==> config.mk <==
export PLATFORM = sky130hd
export DESIGN_NAME = if_prefetch
export DESIGN_NICKNAME = d
export VERILOG_FILES = /design/src/rtl/if_prefetch.sv
export SDC_FILE = /design/constraint.sdc
export NUM_CORES = 1
export LEC_CHECK = 0
export BUFFER_PORTS_ARGS = -buffer_cell sky130_fd_sc_hd__clkbuf_2
export CORE_MARGIN = 2
export CORE_UTILIZATION = 45
export DETAILED_ROUTE_END_ITERATION = 6
export PLACE_DENSITY = 0.75
export SYNTH_ARGS = -nofsm -noshare
export SYNTH_HDL_FRONTEND = slang
export SYNTH_SLANG_ARGS = --single-unit
==> constraint.sdc <==
create_clock -name clk -period 3.1 [get_ports clk]
set_clock_uncertainty 0.2 [all_clocks]
set_input_delay 0.465 -clock clk [delete_from_list [all_inputs] [get_ports clk]]
set_output_delay 0.465 -clock clk [all_outputs]
set_load 0.02 [all_outputs]
==> src/rtl/if_prefetch.sv <==
// if_prefetch: instruction-fetch front end owning the fetch PC, a prefetch FIFO and redirect flush
// Ports:
//   clk            core clock, all state on rising edge
//   rst_n          asynchronous active-low reset
//   rom_addr       byte address to the instruction ROM (the fetch PC register)
//   rom_inst       ROM word for rom_addr, combinational in the same cycle
//   redirect_valid flush the FIFO and restart fetch at redirect_pc (word aligned)
//   redirect_pc    new fetch byte address
//   out_valid      FIFO head holds a valid entry
//   out_ready      decode accepts the head this cycle
//   out_inst       head instruction word, NOP_INST when empty
//   out_pc         head instruction PC, 0 when empty
// Optional: define IF_PREFETCH_PERF_EN to add perf_flush_cnt / perf_full_cnt counters.
module if_prefetch #(
  parameter logic [31:0] RESET_PC = 32'h0000_0000,
  parameter int          DEPTH    = 4,
  parameter logic [31:0] NOP_INST = 32'h0000_0013
) (
  input  logic        clk,
  input  logic        rst_n,
  output logic [31:0] rom_addr,
  input  logic [31:0] rom_inst,
  input  logic        redirect_valid,
  input  logic [31:0] redirect_pc,
  output logic        out_valid,
  input  logic        out_ready,
  output logic [31:0] out_inst,
  output logic [31:0] out_pc
`ifdef IF_PREFETCH_PERF_EN
  ,
  output logic [31:0] perf_flush_cnt,
  output logic [31:0] perf_full_cnt
`endif
);
  localparam int PW = $clog2(DEPTH);
  logic [31:0]   pc_q, pc_d;
  logic [PW-1:0] wr_q, wr_d, rd_q, rd_d;
  logic [PW:0]   cnt_q, cnt_d;
  logic [31:0]   inst_mem [DEPTH];
  logic [31:0]   pc_mem [DEPTH];
  logic          pop, push, full;
  assign full      = cnt_q == (PW+1)'(DEPTH);
  assign out_valid = cnt_q != '0;
  assign pop       = out_valid & out_ready;
  // a pop frees a slot in the same cycle, so a full FIFO still streams at one per cycle
  assign push      = ~redirect_valid & (~full | pop);
  assign rom_addr  = pc_q;
  assign out_inst  = out_valid ? inst_mem[rd_q] : NOP_INST;
  assign out_pc    = out_valid ? pc_mem[rd_q] : 32'h0;
  always_comb begin
    pc_d  = redirect_valid ? {redirect_pc[31:2], 2'b00} : push ? pc_q + 32'd4 : pc_q;
    wr_d  = redirect_valid ? '0 : push ? wr_q + PW'(1) : wr_q;
    rd_d  = redirect_valid ? '0 : pop ? rd_q + PW'(1) : rd_q;
    cnt_d = redirect_valid ? '0 :
            (push & ~pop) ? cnt_q + (PW+1)'(1) :
            (pop & ~push) ? cnt_q - (PW+1)'(1) : cnt_q;
  end
  always_ff @(posedge clk or negedge rst_n) begin
    if (!rst_n) begin
      pc_q  <= RESET_PC;
      wr_q  <= '0;
      rd_q  <= '0;
      cnt_q <= '0;
    end else begin
      pc_q  <= pc_d;
      wr_q  <= wr_d;
      rd_q  <= rd_d;
      cnt_q <= cnt_d;
    end
  end
  // storage needs no reset: entries are only visible while counted
  always_ff @(posedge clk) begin
    if (push) begin
      inst_mem[wr_q] <= rom_inst;
      pc_mem[wr_q]   <= pc_q;
    end
  end
`ifdef IF_PREFETCH_PERF_EN
  logic [31:0] flush_q, full_q;
  always_ff @(posedge clk or negedge rst_n) begin
    if (!rst_n) begin
      flush_q <= '0;
      full_q  <= '0;
    end else begin
      flush_q <= flush_q + {31'd0, redirect_valid};
      full_q  <= full_q + {31'd0, full & ~pop};
    end
  end
  assign perf_flush_cnt = flush_q;
  assign perf_full_cnt  = full_q;
`endif
endmodule

Word-level counts from Yosys, hierarchy flattened
Memory sizes are Yosys's and may differ from the RTL's.
Index checks and enable logic that the tools add are counted.
{"block": "totals", "regBits": 39, "mem_bits_rw": 256, "out_inout_bits": 97, "memories": 2}
{"memory": "inst_mem", "words": 4, "width": 32, "read_ports": 1, "rd_ports_with_merged_regs": 0, "wr": 1, "line": "39", "source": "logic [31:0] inst_mem [DEPTH];"}
{"memory": "pc_mem", "words": 4, "width": 32, "read_ports": 1, "rd_ports_with_merged_regs": 0, "wr": 1, "line": "40", "source": "logic [31:0] pc_mem [DEPTH];"}
{"block": "classes", "n_addsub": 5, "eq_ne": 1, "n_mux": 13, "n_bitwise": 9, "n_reduce_logical": 4}
{"operator": "$mux W32", "count": 4}
{"operator": "$add A32 B3 Y32 const B", "count": 1}
{"operator": "$mux W3", "count": 3}
{"operator": "$mux W2", "count": 4}
{"operator": "$reduce_bool A3 Y1", "count": 2}
{"operator": "$add A2 B1 Y2 const B", "count": 2}
{"operator": "$and A1 B1 Y1", "count": 4}
{"operator": "$not A1 Y1", "count": 4}
{"operator": "$reduce_bool A2 Y1", "count": 2}
{"operator": "$add A3 B1 Y3 const B", "count": 1}
{"operator": "$eq A3 B3 Y1 const B", "count": 1}
{"operator": "$sub A3 B1 Y3 const B", "count": 1}
{"operator": "$mux W1", "count": 2}
{"operator": "$or A1 B1 Y1", "count": 1}

Logic depth before layout (Yosys ltp)
Gate-level depths: netlist of the first run.
{"block": "logic_depth", "word_depth": 9, "ltp_mapped": 9}

Least setup slack after synthesis of the first run
Ideal clock, no wire load.
{"block": "synth_timing", "path_type": "input port to flip-flop", "start": "input out_ready", "end": "memory inst_mem[0][0] (enable)", "t_arrival_ns": 2.719, "slack_ns": -0.246, "stages": 5, "path_buffers": 3, "path_cell_list": "buf_4 -> or4b_1 -> buf_2 -> buf_1 -> and3_1"}
{"block": "synth_via", "elab_chain_cells": 5}
{"element": "start, declared", "line": "26", "source": "input logic out_ready,"}
{"element": "$and A1 B1 Y1", "line": "44", "source": "assign pop = out_valid & out_ready;"}
{"element": "$or A1 B1 Y1", "line": "46", "source": "assign push = ~redirect_valid & (~full | pop);"}
{"element": "$and A1 B1 Y1", "line": "46"}
{"element": "$mux W1", "line": "73", "source": "if (push) begin"}
{"element": "$mux W1 (not written as such)", "line": "74", "source": "inst_mem[wr_q] <= rom_inst;"}
{"element": "end, declared", "line": "39"}
No other way between the ends.

Worst setup path after layout of the first run
{"block": "layout_timing", "start": "register rd_q[1]", "end": "output out_inst[13]"}
{"block": "layout_via", "elab_chain_cells": 2}
{"element": "start, declared", "line": "37", "source": "logic [PW-1:0] wr_q, wr_d, rd_q, rd_d;"}
{"element": "start signal, assigned", "line": "67", "source": "rd_q <= rd_d;"}
{"element": "$mem_v2 Z4 W32"}
{"element": "$mux W32", "line": "48", "source": "assign out_inst = out_valid ? inst_mem[rd_q] : NOP_INST;"}
{"element": "end, declared", "line": "27", "source": "output logic [31:0] out_inst,"}
No other way between the ends.

==> impl_results.rst, run 1 <==
.. list-table::
   :header-rows: 1

   * - Metric
     - Value
   * - Outcome
     - finished, final reports clean
   * - Aggregate global routing overflow
     - 0
   * - PortBufs
     - 158
   * - Worst-skew pair later-pin latency
     - 0.53 ns
   * - Primary flip-flop cell chosen by synthesis mapping
     - edfxtp_1
   * - Cell Pwr Density
     - 803.8 mW/mm²
   * - Clock tree from TritonCTS
     - done
   * - Mapped Avg Cell Area
     - 17.65 µm²
   * - Net switching share of the total power
     - 29.96%
   * - Vertical die dimension
     - 165.3 µm
   * - Worst setup slack for register-to-register paths
     - 0.54 ns
   * - DPL Wire Length
     - 14,610 µm
   * - Highest net fanout along the worst path
     - 26
   * - Highest clock rate
     - 341.8 MHz
   * - Sequential cell area fraction in the yosys report
     - 71.54%
   * - Core Box Area
     - 0.02576 mm²
   * - Final-report hold violation count
     - 0
   * - Portion of total power attributed to sequential cells
     - 42.0%
   * - Routability cong.
     - 0.7909
   * - YS warnings
     - 0
   * - Max capacitance violation total
     - 0
   * - Unrepaired setup endpoints after global routing
     - no
   * - Count of boundary I/O pins
     - 165
   * - Clk sinks
     - 285
   * - Cell with the most instances after synthesis
     - edfxtp_1
   * - Internal power
     - 8.174 mW
   * - Setup Viol. Count Final
     - 0
   * - Type of element launching the critical path
     - flip-flop
   * - Number of diodes
     - 0
   * - Wire length per cell
     - 20.35 µm
   * - Worst min-delay path startpoint
     - redirect_pc[14]
   * - Sum of negative setup slack
     - 0 ns
   * - Count of standard-cell rows
     - 59
   * - First-pass GRT wire length
     - 38,500 µm
   * - Clock share of power
     - 31.0%
   * - Number of buffers on the longest clock path
     - 3
   * - Number of synthesized flops with an enable pin
     - 248
   * - Total count of max-transition violations in the final report
     - 0
   * - Slew at the pin with the worst max-slew slack
     - 1.044 ns
   * - Inserted Clock Buffers
     - 29
   * - Detailed-routing iteration count for the pre-antenna-repair pass
     - 5
   * - Hold Path Class
     - primary input to flip-flop
   * - Antenna Violating Nets Remaining
     - 0
   * - Initial antenna violation count
     - 0
   * - Mapped Area
     - 0.01170 mm²
   * - Share of final-layout standard cells stronger than drive strength 1
     - 32.93%
   * - CTS root buf
     - clkbuf_16
   * - Synth top area share
     - 63.63%
   * - Final core utilization
     - 56.36%
   * - Leakage power
     - 5.137 nW
   * - Data arrival, critical path
     - 2.26 ns
   * - Beginning of the worst register-to-register path
     - cnt_q[0]
   * - Maximum ir drop on the vdd rail
     - 0.0006047 V
   * - Final worst path period need
     - 2.926 ns
   * - Number of fillers in the final layout
     - 1,998
   * - Comb pwr share
     - 26.9%
   * - Total wirelength of the detailed-routed design
     - 25,360 µm
   * - Launch point of the critical path
     - rd_q[1]
   * - Critical path capture point type
     - output pin
   * - Count of state elements after synthesis
     - 285
   * - Worst slew margin relative to its limit
     - 30.42%
   * - Residual DRC
     - 0
   * - Sw power
     - 3.497 mW
   * - Total Die Area
     - 0.02731 mm²
   * - Clk pin slew, worst setup/hold paths
     - 0.06 ns
   * - Via count of the first global-routing pass
     - 6,864
   * - Horiz. Die Dim
     - 165.3 µm
   * - Routed vias
     - 6,868
   * - Required time worst endpoint
     - 2.43 ns
   * - Total chip power
     - 11.67 mW
   * - Area growth from synthesis to layout
     - 24.08%
   * - Post-route clock period utilization
     - 94.38%
   * - Count of cell types in the netlist
     - 47
   * - Largest cells by area after synthesis
     - edfxtp_1, mux4_2, dfrtp_1
   * - Yosys top cell by area
     - edfxtp_1
   * - Final nets
     - 964
   * - Maximum number of pins on one net before global-route repair
     - 63
   * - Post-synthesis async set-or-reset flop share
     - 12.98%
   * - Total track usage
     - 18.71%
   * - Classification of the worst setup path
     - flip-flop to output pin
   * - Initial Utilization
     - 45.43%
   * - Leading post-synthesis cells by instance count
     - edfxtp_1, and2_1, mux4_2, dfrtp_1, nand2_1
   * - Number of instances in the synthesized netlist
     - 663
   * - H-tree depth
     - 1
   * - Via/cell ratio
     - 5.512
   * - Number of DRC markers after the initial detailed-route iteration
     - 496
area by class of cell:
class,count,area (µm²),share of cell area (%)
Multi-Input combinational cell,329,3122,21.50
Clock inverter,21,265.3,1.827
Timing Repair Buffer,235,1564,10.77
Clock buffer,31,733.2,5.049
Tap cell,335,419.2,2.886
Sequential cell,285,8381,57.71
Inverter,10,37.54,0.2585
power by group through the flow:
| stage | Clock [mW] | Sequential [mW] | Combinational (mW) |
|---|---|---|---|
| finish | 3.62 | 4.91 | 3.14 |
| global placement | 0 | 4.97 | 3.03 |
| global route | 3.84 | 4.95 | 3.42 |
| CTS | 3.69 | 4.93 | 3.14 |
| floorplan | 0 | 4.90 | 2.06 |
| detailed placement | 0 | 5.00 | 3.06 |
critical path: stages, from the launching register on:
cell and delay, ns:
dfrtp_4 0.71, buf_4 0.34, mux4_2 0.34, and2_1 0.18
clkbuf_2 0.15
repair_timing:
item,4_1_cts,5_1_grt
buffers inserted,0,5
hold buffers,60,0
hold endpoints to repair,180,0
setup endpoints to repair,55,29
gates resized for setup,3,1
layer usage:
layer / wire length, µm / GRT usage, % / part of all wire, % / vias to the layer above
li1: - / - / - / 3086
met1: 10880 / 25.89 / 43 / 3502
met2: 12380 / 31.19 / 49 / 241
met3: 1643 / 2.897 / 6.5 / 39
met4: 462 / 4.980 / 1.8 / 0
met5: 0 / 0 / 0 / -
metrics by stage:
| stage | instances | hold slack [ns] | area [µm²] | worst slack, ns |
|---|---|---|---|---|
| 6_report | 1246 | 0.05461 | 14520 | 0.1742 |
| 5_1_grt | 1246 | 0.05203 | 14520 | 0.07557 |
| 4_1_cts | 1241 | 0.02863 | 14480 | 0.01499 |
| 3_5_place_dp | 1129 | 0.3453 | 12870 | 0.2598 |
| 3_3_place_gp | 1129 | 0.3461 | 12870 | 0.2959 |
| 2_1_floorplan | 666 | -0.03059 | 11720 | 0.4181 |
flip-flops by register name, summed over array words and instances (netlist names):
signal / cells
cnt_q: 3
pc_mem: 120
inst_mem: 128
rom_addr: 30
wr_q: 2
rd_q: 2
cells by family after synthesis:
logic type | count (synthesis) | synth area share (%)
flops | 285 | 71.54
simple gates | 187 | 9.472
mux | 63 | 12.02
compound gates | 58 | 3.261
buf+inv | 52 | 2.149
xor+xnor | 11 | 0.8232
fa+ha+maj | 6 | 0.7056
other cells | 1 | 0.03204
cells in the final DEF, fill, tap and decap left out, types with 6 or more instances in the layout:
master | netlist | final
a21oi_1 | 6 | 6
a31oi_1 | 12 | 12
and2_1 | 63 | 63
buf_4 | 7 | 12
bufinv_16 | 0 | 6
clkbuf_16 | 0 | 29
clkbuf_2 | 0 | 158
clkinv_2 | 0 | 6
dfrtp_1 | 37 | 35
dlygate4sd3_1 | 0 | 60
edfxtp_1 | 248 | 248
inv_1 | 10 | 9
mux4_2 | 62 | 62
nand2_1 | 28 | 28
nand3_1 | 11 | 11
nand4_1 | 12 | 12
nor2_1 | 20 | 20
o21ai_0 | 14 | 14
o31ai_1 | 12 | 12
or4_1 | 14 | 14
xor2_1 | 7 | 7
path summary, 6_finish.rpt:
check | end | cells after the start
max | out_inst[13] | 4
min | rom_addr[14] | 3
max reg2reg | cnt_q[2] | 6
min reg2reg | wr_q[1] | 2
max in group asynchronous | rom_addr[25] | 3
min in group asynchronous | rom_addr[29] | 2
Note: power is estimated with default switching activity, not from simulation.
==> run 2, diff against run 1 <==
ABC_AREA = 1   (was default)
CORE_MARGIN = default   (was 2)
PLACE_DENSITY = 0.74   (was 0.75)
==> run 2 against run 1 <==
  * Global-route usage grew 2.5 points
  * Worst hold slack lost 0.028 ns
  * Via count grew 33%
  * Die area grew 2.6%
  * Worst setup slack gained 0.020 ns
  * Synthesized cell count grew 73%
  * Clock power grew 3%
  * Non-clock buffer count grew 9
  * Sequential share of layout area shrank 2.7 points
  * Critical endpoint is now out_inst[4]
  * Core utilization grew 0.32 points
==> impl_results.rst, run 2 <==
.. list-table::
   :header-rows: 1

   * - Metric
     - Value
   * - Cell at the slowest stage of the critical path
     - dfrtp_4
   * - Core Box Area
     - 0.02688 mm²
   * - Clk pin slew, worst setup/hold paths
     - 0.06 ns
   * - Detailed-routing iteration count for the pre-antenna-repair pass
     - 5
   * - Aggregate global routing overflow
     - 0
   * - Yosys top cell by area
     - edfxtp_1
   * - Final-report hold violation count
     - 0
   * - Area of combinational cells with multiple inputs
     - 0.003498 mm²
   * - First-pass GRT wire length
     - 46,580 µm
   * - Buffers and inverters on the worst path
     - 3
   * - Vertical die dimension
     - 167.4 µm
   * - Wire length per cell
     - 17.22 µm
   * - Final non-filler cell total
     - 1,728
   * - Area growth from synthesis to layout
     - 23.70%
   * - Biggest register
     - inst_mem
   * - Routability cong.
     - 0.8797
   * - Data arrival, critical path
     - 2.24 ns
   * - Count of cell types in the netlist
     - 40
   * - Final nets
     - 1,437
   * - Clk sinks
     - 285
   * - CP top delay family
     - buffers and inverters
   * - Register area
     - 0.008381 mm²
   * - Maximum ir drop on the vdd rail
     - 0.0004286 V
   * - Via/cell ratio
     - 5.267
   * - Residual DRC
     - 0
   * - Setup Viol. Count Final
     - 0
   * - Worst slew margin relative to its limit
     - 51.26%
   * - Hold Path Class
     - primary input to flip-flop
   * - Max capacitance violation total
     - 0
   * - Cell with the most instances after synthesis
     - nor2_1
   * - Final worst path period need
     - 2.906 ns
   * - YS warnings
     - 0
   * - Number of DRC markers after the initial detailed-route iteration
     - 717
   * - Antenna Violating Nets Remaining
     - 0
   * - Inserted Clock Buffers
     - 30
   * - Leading post-synthesis cells by instance count
     - nor2_1, edfxtp_1, nand2_1, o21ai_0, a21oi_1
   * - Critical path capture point type
     - output pin
   * - Dpl cell area
     - 0.01363 mm²
   * - Number of instances in the synthesized netlist
     - 1,144
   * - Post-synthesis async set-or-reset flop share
     - 12.98%
   * - Worst-skew pair later-pin latency
     - 0.55 ns
   * - Highest net fanout along the worst path
     - 20
   * - DPL Wire Length
     - 17,860 µm
   * - Most common cell after layout, fill and taps aside
     - nor2_1
   * - Unrepaired setup endpoints after global routing
     - no
   * - Mapped Avg Cell Area
     - 10.77 µm²
   * - Biggest cell delay along the critical path
     - 0.59 ns
   * - Maximum number of pins on one net before global-route repair
     - 77
   * - Type of element launching the critical path
     - flip-flop
   * - Cell Pwr Density
     - 775.8 mW/mm²
   * - Number of synthesized flops with an enable pin
     - 248
   * - Horiz. Die Dim
     - 167.4 µm
   * - Routed vias
     - 9,101
   * - Leakage power
     - 5.863 nW
   * - Count of state elements after synthesis
     - 285
   * - Via count of the first global-routing pass
     - 8,886
   * - Number of placed instances with taps included
     - 1,616
   * - Total track usage
     - 21.25%
   * - Max FFs per register
     - 128
   * - Count of boundary I/O pins
     - 165
   * - CTS root buf
     - clkbuf_16
   * - PortBufs
     - 158
   * - Largest cells by area after synthesis
     - edfxtp_1, nor2_1, dfrtp_1
   * - Total Die Area
     - 0.02803 mm²
   * - Primary flip-flop cell chosen by synthesis mapping
     - edfxtp_1
   * - Total count of max-transition violations in the final report
     - 0
   * - Sequential cell area fraction in the yosys report
     - 67.99%
   * - Critical-path cell list
     - inv_2 -> buf_4 -> nor2_1 -> o21ai_0 -> o311ai_0 -> clkbuf_2
   * - Highest clock rate
     - 344.1 MHz
   * - Synth top area share
     - 60.47%
   * - Total wirelength of the detailed-routed design
     - 29,760 µm
   * - H-tree depth
     - 1
   * - Commonest non-fill, non-tap cells in the layout
     - nor2_1, edfxtp_1, clkbuf_2
   * - Initial Utilization
     - 45.82%
   * - Number of post-CTS setup repair buffers
     - 0
   * - Outcome
     - finished, final reports clean
   * - Number of diodes
     - 0
   * - Share of final-layout standard cells stronger than drive strength 1
     - 19.90%
   * - Slew at the pin with the worst max-slew slack
     - 0.7311 ns
   * - Mapped Area
     - 0.01232 mm²
   * - Count of standard-cell rows
     - 60
   * - Required time worst endpoint
     - 2.43 ns
   * - Clock tree from TritonCTS
     - done
   * - Number of buffers on the longest clock path
     - 3
   * - Cell area after layout
     - 0.01523 mm²
   * - Post-route clock period utilization
     - 93.74%
   * - Number of fillers in the final layout
     - 2,194
   * - Classification of the worst setup path
     - flip-flop to output pin
   * - Initial antenna violation count
     - 0
run 2: cell types whose count changed in the layout (fill, tap and decap cells not counted), moves of 9 or more:
cell / previous run / this run
mux4_2: 62 / 0
nor2_4: 0 / 12
or4_1: 14 / 0
a31oi_1: 12 / 1
nand3_1: 11 / 41
inv_1: 9 / 41
and2_1: 63 / 0
nor2_1: 20 / 290
nor2_2: 0 / 9
o31ai_1: 12 / 0
a21oi_1: 6 / 62
o21ai_0: 14 / 129
nand2_1: 28 / 155
run 2: cell type report:
cell class                 count  share of cell area [%]
sequential                   285                   55.01
multi-input combinational    754                   22.96
timing repair buffer         244                   11.28
clock buffer                  41                   5.404
tap                          341                   2.801
clock inverter                15                   1.355
inverter                      48                   1.191
run 2: cell families (layout without fill, tap and decap cells):
kind of cell               Yosys count  in the layout  share of synthesized area (%)
buffers and inverters              108            348                          3.972
adders and majority gates            6              6                         0.6705
other                                1              4                        0.03045
AOI/OAI and AO/OA                  210            210                          8.910
and+or+nand+nor                    525            525                          17.79
DFF                                285            285                          67.99
xor gates and xnor gates             9              9                         0.6401
run 2: report_power, final:
group	switching (mW)	internal (mW)
combinational	2.22	0.976
sequential	0.290	4.61
clock	1.45	2.27
total	3.96	7.86
run 2: routing by layer:
| layer | share of wire, % | vias to the layer above | wire length [µm] | global-route usage, % |
|---|---|---|---|---|
| li1 | - | 4347 | - | - |
| met1 | 42 | 4348 | 12360 | 27.51 |
| met4 | 2.1 | 0 | 634 | 6.542 |
| met2 | 49 | 354 | 14630 | 36.65 |
| met3 | 7.2 | 52 | 2137 | 3.498 |
| met5 | 0 | - | 0 | 0 |
run 2: path summary, 6_finish.rpt:
path	to	slack, ns	startpoint	depth (start not counted)
max	out_inst[4]	0.19	rd_q[1]	6
min	rom_addr[10]	0.03	redirect_pc[10]	3
max reg2reg	pc_mem[3][8]	0.76	cnt_q[1]	5
min reg2reg	wr_q[0]	0.36	wr_q[0]	1
max in group asynchronous	rom_addr[31]	1.75	rst_n	3
min in group asynchronous	rom_addr[20]	0.30	rst_n	2
run 2: through the flow:
step                      setup WS (ns)  util (%)  TNS (ns)  power [mW]  hold WS (ns)
after floorplan                 -0.1563         -    -38.76       6.905      -0.03059
after global placement           0.6418     50.73         0       8.044        0.3331
after detailed placement         0.6105     50.73         0       8.119        0.3480
after CTS                       0.01826     56.65         0       11.89      0.005383
after global routing            0.06468     56.69         0       12.33       0.04049
final                            0.1940     56.69         0       11.82       0.02677
run 2: timing repair:
action,4_1_cts,5_1_grt
resized for setup,0,4
endpoints found under the setup margin,0,8
hold buffers,56,0
hold endpoints to repair,178,0
run 2: worst register-to-register path, cell delays in order, from the launching register on:
cell,delay [ns]
dfrtp_1,0.42
inv_1,0.13
nand4_4,0.19
nand2_2,0.25
nor2_4,0.57
buf_4,0.29
==> run 3, diff against run 2 <==
CELL_PAD_IN_SITES_DETAIL_PLACEMENT = 1   (was default)
CELL_PAD_IN_SITES_GLOBAL_PLACEMENT = 2   (was default)
CORE_UTILIZATION = 34   (was 45)
PLACE_DENSITY = 0.83   (was 0.74)
REMOVE_ABC_BUFFERS = 1   (was default)
==> run 3 against run 2 <==
  * Clock-buffer cell count increased by 3
  * Flip-flop and latch count unchanged
  * Worst hold slack got worse by 0.0050 ns
  * Worst setup slack got worse by 0.10 ns
  * Maximum frequency decreased by 3.4%
  * Combinational power increased by 3%
  * Critical path type unchanged
  * Largest cell class unchanged
  * Largest power group unchanged
==> impl_results.rst, run 3 (synthesis results as in run 2) <==
.. list-table::
   :header-rows: 1

   * - Metric
     - Value
   * - Inserted Clock Buffers
     - 31
   * - Detailed-routing iteration count for the pre-antenna-repair pass
     - 4
   * - Residual DRC
     - 0
   * - Share of final-layout standard cells stronger than drive strength 1
     - 19.38%
   * - Total Die Area
     - 0.03699 mm²
   * - Total chip power
     - 11.59 mW
   * - Worst-skew pair later-pin latency
     - 0.55 ns
   * - Final worst slack
     - 0.09116 ns
   * - Wire length per cell
     - 18.69 µm
   * - Initial Utilization
     - 34.62%
   * - Unrepaired setup endpoints after global routing
     - yes
   * - Setup Viol. Count Final
     - 0
   * - Number of DRC markers after the initial detailed-route iteration
     - 325
   * - Via count of the first global-routing pass
     - 9,368
   * - Clk sinks
     - 285
   * - Routed vias
     - 8,977
   * - H-tree depth
     - 1
   * - Final-report hold violation count
     - 0
   * - Vertical die dimension
     - 192.3 µm
   * - Leakage power
     - 5.776 nW
   * - Core Box Area
     - 0.03557 mm²
   * - Type of element launching the critical path
     - flip-flop
   * - Post-route clock period utilization
     - 97.06%
   * - Via/cell ratio
     - 4.881
   * - CP top delay family
     - buffers and inverters
   * - Highest net fanout along the worst path
     - 126
   * - DPL Wire Length
     - 21,060 µm
   * - CTS root buf
     - clkbuf_16
   * - Classification of the worst setup path
     - flip-flop to output pin
   * - Outcome
     - finished, final reports clean
   * - Count of boundary I/O pins
     - 165
   * - Commonest non-fill, non-tap cells in the layout
     - nor2_1, edfxtp_1, clkbuf_2
   * - Hold WS
     - 0.02180 ns
   * - Biggest register
     - inst_mem
   * - Max FFs per register
     - 128
   * - Count of standard-cell rows
     - 69
   * - Initial antenna violation count
     - 0
   * - Setup slack at placement
     - 0.6084 ns
   * - Clock tree from TritonCTS
     - done
   * - Aggregate global routing overflow
     - 0
   * - Maximum ir drop on the vdd rail
     - 0.0004391 V
   * - Worst slew margin relative to its limit
     - 40.36%
   * - Number of buffers on the longest clock path
     - 3
   * - Critical path capture point type
     - output pin
   * - Data arrival, critical path
     - 2.34 ns
   * - Final nets
     - 1,429
   * - Routability cong.
     - 0.7712
   * - PortBufs
     - 158
   * - Hold Path Class
     - primary input to flip-flop
   * - Slew at the pin with the worst max-slew slack
     - 0.8945 ns
   * - Clk pin slew, worst setup/hold paths
     - 0.06 ns
   * - Highest clock rate
     - 332.4 MHz
   * - Required time worst endpoint
     - 2.43 ns
   * - Total count of max-transition violations in the final report
     - 0
   * - Critical-path cell list
     - buf_12 -> nor2_1 -> nor2_1 -> o21ai_0 -> a21oi_1 -> clkbuf_2
   * - Horiz. Die Dim
     - 192.3 µm
   * - Maximum number of pins on one net before global-route repair
     - 127
   * - Buffers and inverters on the worst path
     - 2
   * - Cell Pwr Density
     - 763.1 mW/mm²
   * - Sum of negative setup slack
     - 0 ns
   * - First-pass GRT wire length
     - 52,210 µm
   * - Number of fillers in the final layout
     - 3,953
   * - Number of diodes
     - 0
   * - Total track usage
     - 18.46%
   * - Worst setup slack for register-to-register paths
     - 0.74 ns
   * - Antenna Violating Nets Remaining
     - 0
   * - Biggest cell delay along the critical path
     - 0.43 ns
   * - Critical path's most frequent cell
     - nor2_1
   * - Cell at the slowest stage of the critical path
     - dfrtp_4
   * - Area growth from synthesis to layout
     - 23.30%
   * - Final worst path period need
     - 3.009 ns
   * - Total wirelength of the detailed-routed design
     - 34,370 µm
   * - Max capacitance violation total
     - 0
   * - Most common cell after layout, fill and taps aside
     - nor2_1
-- run 3: changes by cell type in the layout (fill, tap and decap cells not counted), sizes merged --
cell	before	now
clkinv	9	8
bufinv	5	1
buf	30	23
inv	47	49
dlygate4sd3	56	53
clkbuf	199	203
-- run 3: power breakdown --
part           switching [mW]  total, mW  internal, mW
clock                    1.44       3.41          1.97
sequential              0.252       4.87          4.61
combinational            2.34       3.31         0.975
-- run 3: worst reg2reg max path, stage by stage, from the launching register on --
cell     delay [ns]
dfrtp_1        0.43
inv_1          0.16
nand4_4        0.21
nand2_2        0.47
nor2_4         0.10
fa_1           0.39
inv_1          0.08
nand3_1        0.08
nand3_1        0.09
inv_1          0.04
-- run 3: path summary, 6_finish.rpt --
| check | startpoint | end | cells past startpoint |
|---|---|---|---|
| setup / recovery | rd_q[0] | out_inst[25] | 6 |
| hold / removal | redirect_pc[7] | rom_addr[7] | 3 |
| setup reg to reg | cnt_q[0] | cnt_q[2] | 9 |
| hold reg to reg | cnt_q[0] | cnt_q[0] | 1 |
| max in group asynchronous | rst_n | rom_addr[8] | 3 |
| min in group asynchronous | rst_n | rom_addr[25] | 2 |
-- run 3: routing by layer --
layer | vias up | track usage (%) | share of wire, %
met1 | 4480 | 22.80 | 44
met3 | 33 | 2.346 | 3.2
met2 | 137 | 34.01 | 51
li1 | 4327 | - | -
met5 | - | 0 | 0
met4 | 0 | 4.300 | 1.7
-- run 3: layout make-up --
cell class | count | area [µm²] | area share [%]
tap | 461 | 576.8 | 3.799
inverter | 48 | 181.4 | 1.195
clock buffer | 44 | 844.6 | 5.562
multi-input combinational | 754 | 3495 | 23.01
clock inverter | 12 | 95.09 | 0.6262
sequential | 285 | 8378 | 55.17
timing repair buffer | 235 | 1614 | 10.63
-- run 3: what timing repair did --
action / 4_1_cts / 5_1_grt
gates resized for setup: 0 / 1
setup buffers: 0 / 0
hold buffers: 53 / 0
hold endpoints to repair: 171 / 0
endpoints found under the setup margin: 0 / 6
-- run 3: through the flow --
| stage | instance area [µm²] | std cells | util (%) |
|---|---|---|---|
| 3_5_place_dp | 13680 | 1729 | 38.47 |
| 5_1_grt | 15180 | 1839 | 42.69 |
| 3_3_place_gp | 13680 | 1729 | 38.47 |
| 6_report | 15180 | 1839 | 42.69 |
| 2_1_floorplan | 12020 | 1087 | - |
| 4_1_cts | 15150 | 1838 | 42.60 |
